$ cat src/rtl/dot_product_accumulator_if.sv
// Handshake bundle between the multiplier-side feeder, the dot-product accumulator and its consumer.
// master = feeder/consumer side, slave = accumulator side.
interface dot_product_accumulator_if #(
  parameter int PROD_W = 16,
  parameter int ACC_W  = 24
);
  logic              clear;
  logic              in_valid;
  logic              in_ready;
  logic [PROD_W-1:0] product;
  logic              out_valid;
  logic              out_ready;
  logic [ACC_W-1:0]  result;
  logic              overflow;
  logic [7:0]        count;

  modport master (
    output clear, in_valid, product, out_ready,
    input  in_ready, out_valid, result, overflow, count
  );

  modport slave (
    input  clear, in_valid, product, out_ready,
    output in_ready, out_valid, result, overflow, count
  );
endinterface

$ cat src/rtl/dot_product_accumulator.sv
// Sums LEN unsigned products into one dot product and presents it over valid/ready.
// Optional SATURATE_EN: clamp the running sum at all-ones on carry out instead of wrapping.
module dot_product_accumulator #(
  parameter int PROD_W = 16,
  parameter int ACC_W  = 24,
  parameter int LEN    = 8
) (
  input logic                      clk,
  input logic                      rst_n,
  dot_product_accumulator_if.slave bus
);
  // state | meaning
  // ACCUM | accepting products, in_ready=1, out_valid=0
  // HOLD  | result presented and held until out_ready, in_ready=0
  typedef enum logic {ACCUM, HOLD} state_t;

  localparam logic [7:0] LEN_B = 8'(LEN);
`ifdef SATURATE_EN
  localparam logic [ACC_W-1:0] ACC_MAX = '1;
`endif

  state_t           state;
  logic [ACC_W-1:0] acc;
  logic [ACC_W-1:0] acc_next;
  logic [ACC_W:0]   sum;
  logic [7:0]       remain;
  logic [7:0]       count_q;
  logic [ACC_W-1:0] result_q;
  logic             in_ready_q;
  logic             out_valid_q;
  logic             overflow_q;
  logic             carry;
  logic             accept;
  logic             last_beat;

  always_comb begin
    sum    = {1'b0, acc} + (ACC_W+1)'(bus.product);
    carry  = sum[ACC_W];
`ifdef SATURATE_EN
    // once clamped, any further non-zero add carries again, so the sum stays pinned
    acc_next = carry ? ACC_MAX : sum[ACC_W-1:0];
`else
    acc_next = sum[ACC_W-1:0];
`endif
    accept    = bus.in_valid && in_ready_q;
    last_beat = (remain == 8'd1);
  end

  always_ff @(posedge clk or negedge rst_n) begin
    if (!rst_n) begin
      state       <= ACCUM;
      acc         <= '0;
      remain      <= LEN_B;
      count_q     <= '0;
      result_q    <= '0;
      overflow_q  <= 1'b0;
      in_ready_q  <= 1'b1;
      out_valid_q <= 1'b0;
    end else if (bus.clear) begin
      state       <= ACCUM;
      acc         <= '0;
      remain      <= LEN_B;
      count_q     <= '0;
      overflow_q  <= 1'b0;
      in_ready_q  <= 1'b1;
      out_valid_q <= 1'b0;
    end else begin
      case (state)
        ACCUM: begin
          if (accept) begin
            acc     <= acc_next;
            count_q <= count_q + 8'd1;
            remain  <= remain - 8'd1;
            if (carry) begin
              overflow_q <= 1'b1;
            end
            if (last_beat) begin
              result_q    <= acc_next;
              state       <= HOLD;
              in_ready_q  <= 1'b0;
              out_valid_q <= 1'b1;
            end
          end
        end
        HOLD: begin
          if (bus.out_ready) begin
            state       <= ACCUM;
            acc         <= '0;
            remain      <= LEN_B;
            count_q     <= '0;
            overflow_q  <= 1'b0;
            in_ready_q  <= 1'b1;
            out_valid_q <= 1'b0;
          end
        end
      endcase
    end
  end

  assign bus.in_ready  = in_ready_q;
  assign bus.out_valid = out_valid_q;
  assign bus.result    = result_q;
  assign bus.overflow  = overflow_q;
  assign bus.count     = count_q;
endmodule

$ cat src/flat_wrapper.sv
// flat-port wrapper written by rule: the top's interface ports become plain ports
module dot_product_accumulator_flat 
#(
  parameter int PROD_W = 16,
  parameter int ACC_W  = 24,
  parameter int LEN    = 8
)
  (clk, rst_n, bus_clear, bus_in_valid, bus_product, bus_out_ready, bus_in_ready, bus_out_valid, bus_result, bus_overflow, bus_count);
  dot_product_accumulator_if #(.PROD_W(PROD_W), .ACC_W(ACC_W)) bus_i ();
  input logic clk;
  input logic rst_n;
  input wire logic [$bits(bus_i.clear)-1:0] bus_clear;
  input wire logic [$bits(bus_i.in_valid)-1:0] bus_in_valid;
  input wire logic [$bits(bus_i.product)-1:0] bus_product;
  input wire logic [$bits(bus_i.out_ready)-1:0] bus_out_ready;
  output wire logic [$bits(bus_i.in_ready)-1:0] bus_in_ready;
  output wire logic [$bits(bus_i.out_valid)-1:0] bus_out_valid;
  output wire logic [$bits(bus_i.result)-1:0] bus_result;
  output wire logic [$bits(bus_i.overflow)-1:0] bus_overflow;
  output wire logic [$bits(bus_i.count)-1:0] bus_count;
  assign bus_i.clear = bus_clear;
  assign bus_i.in_valid = bus_in_valid;
  assign bus_i.product = bus_product;
  assign bus_i.out_ready = bus_out_ready;
  assign bus_in_ready = bus_i.in_ready;
  assign bus_out_valid = bus_i.out_valid;
  assign bus_result = bus_i.result;
  assign bus_overflow = bus_i.overflow;
  assign bus_count = bus_i.count;
  dot_product_accumulator #(.PROD_W(PROD_W), .ACC_W(ACC_W), .LEN(LEN)) u_core (.clk(clk), .rst_n(rst_n), .bus(bus_i));
endmodule
$ cat config.mk
export PLATFORM = sky130hd
export DESIGN_NAME = dot_product_accumulator_flat
export DESIGN_NICKNAME = d
export VERILOG_FILES = /design/src/rtl/dot_product_accumulator_if.sv /design/src/rtl/dot_product_accumulator.sv /design/src/flat_wrapper.sv
export SDC_FILE = /design/constraint.sdc
export NUM_CORES = 1
export LEC_CHECK = 0
export CAP_MARGIN = 10
export CORE_AREA = 2 2 92 94
export CTS_CLUSTER_SIZE = 16
export DETAILED_ROUTE_END_ITERATION = 7
export DIE_AREA = 0 0 94 96
export GPL_TIMING_DRIVEN = 0
export MAX_ROUTING_LAYER = met4
export PLACE_DENSITY = 0.73
export REMOVE_ABC_BUFFERS = 1
export SYNTH_ARGS = -nofsm -noshare
export SYNTH_HDL_FRONTEND = slang
export SYNTH_SLANG_ARGS = --single-unit
$ cat constraint.sdc
create_clock -name clk -period 2.9 [get_ports clk]
set_input_delay 0.58 -clock clk [delete_from_list [all_inputs] [get_ports clk]]
set_output_delay 0.58 -clock clk [all_outputs]
set_load 0.02 [all_outputs]
==> impl_metrics.py, run 1 <==
metrics = {
    "status": {
        "run_status": "complete, no violations",
    },
    "drt": {
        "drt_wl_total_um": 8930,
        "drtAntennaViolNets": 0,
        "vias_per_cell": 5.75,
        "wl_per_cell_um": 15.6,
        "drc": 0,
        "dr.pass1.iters": 4,
        "drt_iter0_markers": 167,
        "dr_total_vias": 3285,
    },
    "floorplanning": {
        "die_w_um": 94,
        "io_pins": 56,
        "initial_core_util_pct": 49.2,
        "dieHeight_um": 96,
        "dieArea_sq_um": 9020,
        "core_sq_um": 8050,
        "rows": 33,
    },
    "synthesis": {
        "synthCells": 413,
        "ys_ff_latch": 68,
        "ys_dominant_reg_cell": "dfrtp_1",
        "netlist_area_sq_um": 3960,
        "syn_area_per_cell_sq_um": 9.58,
        "synth_cell_types": 64,
        "ys_async_sr_fraction_pct": 100,
        "synth_edf_count": 0,
        "yosysWarnings": 0,
        "yosysSeqAreaShare_pct": 43.1,
    },
    "layout": {
        "multi_input_area_sq_um": 2150,
        "regArea_sq_um": 1700,
        "mostFrequentLayoutCell": "dfrtp_1",
        "drive_above_1_share_pct": 10.3,
        "stdcell_count": 571,
        "syn2layout_area_growth_pct": 20.9,
        "layout_common_cells": "dfrtp_1, clkdlybuf4s50_1, nand2_1",
        "fillers": 712,
        "n_antenna_cell": 0,
        "nNetsFinal": 502,
    },
    "flow_run": {
        "drv_cap": 0,
    },
    "clock_network": {
        "clkTransAtPathRegs_ns": 0.08,
        "cts_buffer_depth": 2,
        "clkSinkCount": 68,
        "clkLatencyLatePin_ns": 0.34,
        "htreeDepth": 3,
        "cts_tree": "yes",
        "cts-root-buf": "clkbuf_8",
        "cts_hold_buf": 0,
        "cts_buffers": 9,
    },
    "sta": {
        "fin_crit_ns": 2.77,
        "finalMaxSlewViolations": 0,
        "fin_ws_ns": 0.130,
        "whs_ns": 0.347,
        "fin_skew_ns": 0.00938,
        "finalSetupViolCount": 0,
        "slew_headroom_pct": 31.8,
        "worstMarginPinSlew_ns": 1.02,
        "fin_crit_sh_pct": 95.5,
        "tns_ns": 0,
        "fmax_mhz": 361,
        "rsz0062_at_grt": "false",
        "hold_viol": 0,
    },
    "power": {
        "p_leak_uw": 0.00209,
        "total_power_uw": 3320,
        "peakVddDrop_uv": 386,
        "power_density_nw_per_um2": 694,
    },
    "placed_design": {
        "place_inst": 554,
        "place_hpwl_um": 6120,
        "place_congestion": 0.892,
        "numPortBuffers": 55,
        "pre_cts_ws_ns": -0.280,
    },
    "setup_path": {
        "crit_required_ns": 3.14,
        "slowest_delay_ns": 0.45,
        "cp.arrival_ns": 3.01,
        "critPathLaunchType": "primary input",
        "path_cells": "clkdlybuf4s50_1 > ha_1 > a21oi_1 > o221ai_1 > a2111o_1 > a21oi_2 > nor4_1 > o21a_1",
        "crit_fanout": 9,
        "critPathKind": "in -> reg",
        "end_kind": "register",
        "critical_path.slowest_cell": "a2111o_1",
    },
    "global_routing": {
        "grt_overflow": 0,
        "antenna_found_initial": 0,
        "grt.total_usage_pct": 21.8,
        "grt_pass1_vias": 3202,
        "grt_max_degree": 69,
        "grt_pass1_wl_um": 15100,
    },
    "worst_hold_path": {
        "hold_path_class": "in -> async",
    },
}
worst paths after layout:
kind | startpoint | to | slack [ns] | cells after the start
min in group clk | u_core.bus.result[2] | u_core.bus.result[2] | 0.48 | 2
min reg2reg | u_core.bus.result[2] | u_core.bus.result[2] | 0.48 | 2
max | bus_product[7] | u_core.bus.overflow | 0.13 | 8
max in group asynchronous | rst_n | u_core.acc[21] | 2.00 | 1
min | rst_n | u_core.bus.result[4] | 0.35 | 1
max reg2reg | u_core.remain[4] | u_core.bus.result[14] | 0.21 | 4
synthesized netlist by cell type, types with 2 or more instances:
library cell   n  share of area, %
o21a_1         4              0.76
nor2b_1        5              0.79
inv_1          6              0.57
buf_2          4              0.51
mux2i_1        5               1.3
nand2b_1       4              0.63
xor2_1        15               3.3
xnor2_1       12               2.7
dfstp_2        2               1.3
o2111ai_1      3              0.66
dfrtp_1       66                42
a22o_1        14               3.1
o21bai_1       3              0.57
nor2_1        36               3.4
o31a_1         3              0.66
a31oi_1        6              0.95
or3_1          3              0.47
mux2_2         6               1.7
a21o_1         6               1.1
ha_1          19               6.0
nand3_1       11               1.4
o22ai_1        3              0.47
o31ai_1        3              0.57
mux2_4         2              0.76
o21ai_0       24               3.0
a21oi_1       22               2.8
o311ai_0       4              0.89
and2_1         7               1.1
and3_1         6              0.95
nand2_1       49               4.6
a21boi_0       2              0.38
clkbuf_1      11               1.0
nand4_1        6              0.95
nor4_1         5              0.79
nor3_1         7              0.89
layout make-up:
cell class | count | share of cell area [%]
clock buffers | 11 | 3.16
multi-input cells | 319 | 44.8
inverters | 6 | 0.471
clock inverters | 5 | 1.23
repair buffers | 57 | 11.9
well taps | 105 | 2.75
flip-flops and latches | 68 | 35.6
cell families after synthesis:
family | count (synthesis) | synth area share (%)
DFF | 68 | 43.1
adders and majority gates | 20 | 6.51
and+or+nand+nor | 150 | 18.6
buffers and inverters | 26 | 3.41
AOI/OAI and AO/OA | 109 | 18.7
xor gates and xnor gates | 27 | 5.98
muxes | 13 | 3.73
sequential cells by signal, indices dropped and copies added (netlist names):
register / flops
u_core.acc: 24
u_core.bus.count: 8
u_core.bus.in_ready: 1
u_core.bus.out_valid: 1
u_core.bus.overflow: 1
u_core.bus.result: 24
u_core.remain: 8
u_core.state: 1
per-stage QoR:
| step | area [sq um] | utilization [%] |
|---|---|---|
| 2_1_floorplan | 3840 | - |
| 3_3_place_gp | 4530 | 56.2 |
| 3_5_place_dp | 4540 | 56.4 |
| 4_1_cts | 4750 | 59.1 |
| 5_1_grt | 4780 | 59.4 |
| 6_report | 4780 | 59.4 |
report_power, final:
part	leakage [uW]	switching, uW	internal [uW]
Clock	0.000102	380	446
Combinational	0.00108	668	563
Sequential	0.000917	126	1140
metal layers:
metal	wire, um	vias to the layer above	track usage, %
li1	-	1593	-
met5	0	-	-
met1	4110	1588	29.0
met2	4180	92	33.5
met3	498	12	3.68
met4	135	0	8.57
worst max-delay path, delay by kind of cell:
| kind | cells | cell delay, ns |
|---|---|---|
| compound gates | 5 | 1.48 |
| simple gates | 1 | 0.16 |
| buf+inv | 1 | 0.42 |
| fa+ha+maj | 1 | 0.37 |
timing repair:
action / 4_1_cts / 5_1_grt
buffers inserted: 0 / 1
gates resized for setup: 0 / 6
setup endpoints to repair: 0 / 5
Power figures use the tool's default switching activity.
==> run 2, diff against run 1 <==
--- a/config.mk
+++ b/config.mk
@@ -10,7 +10,6 @@
 export CTS_CLUSTER_SIZE = 16
 export DETAILED_ROUTE_END_ITERATION = 7
 export DIE_AREA = 0 0 94 96
-export GPL_TIMING_DRIVEN = 0
 export MAX_ROUTING_LAYER = met4
 export PLACE_DENSITY = 0.73
 export REMOVE_ABC_BUFFERS = 1
==> run 2 against run 1 <==
Worst hold slack worse by 0.080 ns. Non-clock buffer count up 34. Sequential share of layout area down 1.9 points. Design area rose by 5.6%. Largest power group is now combinational logic. Register-to-register slack improved by 0.26 ns. Count of clock-buffer cells in the layout fell by 1. Via count grew 3.7%. Die area unchanged. Highest routed layer unchanged. Clock power grew 16%. First-iteration DRC count is 16% lower. Core utilization increased by 3.4 points.
==> impl_metrics.py, run 2 (synthesized netlist as in run 1, its figures left out) <==
metrics = {
    "floorplanning": {
        "core_sq_um": 8050,
        "die_w_um": 94,
        "rows": 33,
        "io_pins": 56,
        "initial_core_util_pct": 49.2,
        "dieHeight_um": 96,
        "dieArea_sq_um": 9020,
    },
    "global_routing": {
        "grt.total_usage_pct": 22.7,
        "grt_pass1_vias": 3338,
        "grt_pass1_wl_um": 15800,
        "grt_overflow": 0,
        "grt_max_degree": 42,
        "antenna_found_initial": 0,
    },
    "sta": {
        "fin_crit_sh_pct": 95.0,
        "slew_headroom_pct": 48.7,
        "fin_crit_ns": 2.75,
        "rsz0062_at_grt": "false",
        "finalMaxSlewViolations": 0,
        "fin_skew_ns": 0.0109,
        "fmax_mhz": 363,
        "hold_viol": 0,
        "finalSetupViolCount": 0,
        "tns_ns": 0,
        "worstMarginPinSlew_ns": 0.762,
        "fin_ws_ns": 0.145,
    },
    "layout": {
        "fillers": 677,
        "final_area_sq_um": 5050,
        "n_antenna_cell": 0,
        "layout_common_cells": "dfrtp_1, clkdlybuf4s50_1, nand2_1",
        "drive_above_1_share_pct": 15.2,
        "mostFrequentLayoutCell": "dfrtp_1",
        "syn2layout_area_growth_pct": 27.7,
        "nNetsFinal": 536,
    },
    "power": {
        "combPwrFrac_pct": 37.5,
        "p_switching_uw": 1210,
        "peakVddDrop_uv": 443,
        "clkPwrFrac_pct": 26.9,
        "switching_share_pct": 33.9,
        "power_density_nw_per_um2": 705,
        "p_leak_uw": 0.00227,
        "p_int_uw": 2360,
        "total_power_uw": 3560,
        "power.share.sequential_pct": 35.6,
    },
    "setup_path": {
        "end_kind": "register",
        "crit_fanout": 5,
        "crit_required_ns": 3.16,
        "critPathLaunchType": "primary input",
        "critPathKind": "in -> reg",
        "cp.arrival_ns": 3.01,
    },
    "drt": {
        "wl_per_cell_um": 15.5,
        "drt_wl_total_um": 9380,
        "vias_per_cell": 5.63,
        "drt_iter0_markers": 140,
        "drc": 0,
        "dr.pass1.iters": 4,
        "dr_total_vias": 3407,
        "drtAntennaViolNets": 0,
    },
    "clock_network": {
        "clkSinkCount": 68,
        "cts_buffers": 9,
        "clkTransAtPathRegs_ns": 0.08,
        "cts_tree": "yes",
        "clkLatencyLatePin_ns": 0.34,
        "cts_buffer_depth": 2,
        "cts-root-buf": "clkbuf_8",
        "htreeDepth": 3,
    },
    "placed_design": {
        "place_hpwl_um": 6850,
        "post_dp_cell_area_sq_um": 4810,
        "pre_cts_ws_ns": -0.141,
        "place_congestion": 0.869,
        "numPortBuffers": 55,
    },
    "status": {
        "run_status": "complete, no violations",
    },
    "flow_run": {
        "drv_cap": 0,
    },
    "worst_hold_path": {
        "hold_path_class": "in -> async",
    },
}
run 2: per-layer routing:
metal / vias up / GRT usage, % / part of all wire, %
met1: 1671 / 30.0 / 47
met2: 70 / 36.7 / 48
met4: 0 / 6.28 / 0.93
met5: - / - / 0
li1: 1657 / - / -
met3: 9 / 3.45 / 3.9
run 2: timing repair:
action | 4_1_cts | 5_1_grt
resized for setup | 0 | 1
hold buffers | 0 | 0
endpoints found under the setup margin | 0 | 1
setup buffers | 0 | 0
run 2: path summary, 6_finish.rpt:
path	depth (start not counted)	startpoint	slack [ns]	to
hold reg to reg	2	u_core.bus.result[17]	0.48	u_core.bus.result[17]
max in group asynchronous	2	rst_n	1.92	u_core.remain[3]
hold / removal	1	rst_n	0.27	u_core.bus.result[3]
setup reg to reg	7	u_core.acc[9]	0.47	u_core.bus.result[15]
min in group clk	2	u_core.bus.result[17]	0.48	u_core.bus.result[17]
setup / recovery	10	bus_product[0]	0.15	u_core.bus.result[20]
run 2: layout make-up:
| cell class | count | area [sq um] | share of cell area [%] |
|---|---|---|---|
| Multi-Input combinational cell | 319 | 2130 | 42.1 |
| Sequential cell | 68 | 1700 | 33.7 |
| Timing Repair Buffer | 91 | 828 | 16.4 |
| Tap cell | 105 | 131 | 2.60 |
| Clock buffer | 10 | 128 | 2.52 |
| Clock inverter | 6 | 111 | 2.20 |
| Inverter | 6 | 22.5 | 0.446 |
run 2: power by group through the flow:
| stage | Sequential, uW | Combinational [uW] | Clock (uW) |
|---|---|---|---|
| global route | 1290 | 1460 | 1010 |
| CTS | 1270 | 1340 | 970 |
| finish | 1270 | 1340 | 958 |
| global placement | 1280 | 1290 | 0 |
| floorplan | 1400 | 632 | 0 |
| detailed placement | 1280 | 1330 | 0 |
run 2: per-stage QoR:
stage,cells,hold WS (ns),utilization [%]
after floorplan,393,0.284,-
after global placement,589,0.457,59.7
after detailed placement,589,0.473,59.7
after CTS,605,0.293,62.7
after global routing,605,0.322,62.8
final,605,0.267,62.8
run 2: worst max-delay path: stages:
cell	delay, ns
clkdlybuf4s50_1	0.46
ha_1	0.16
inv_1	0.06
fa_1	0.40
nor2b_1	0.23
o2111ai_2	0.17
nand2_1	0.14
a21oi_2	0.09
or4_2	0.55
a31oi_1	0.18
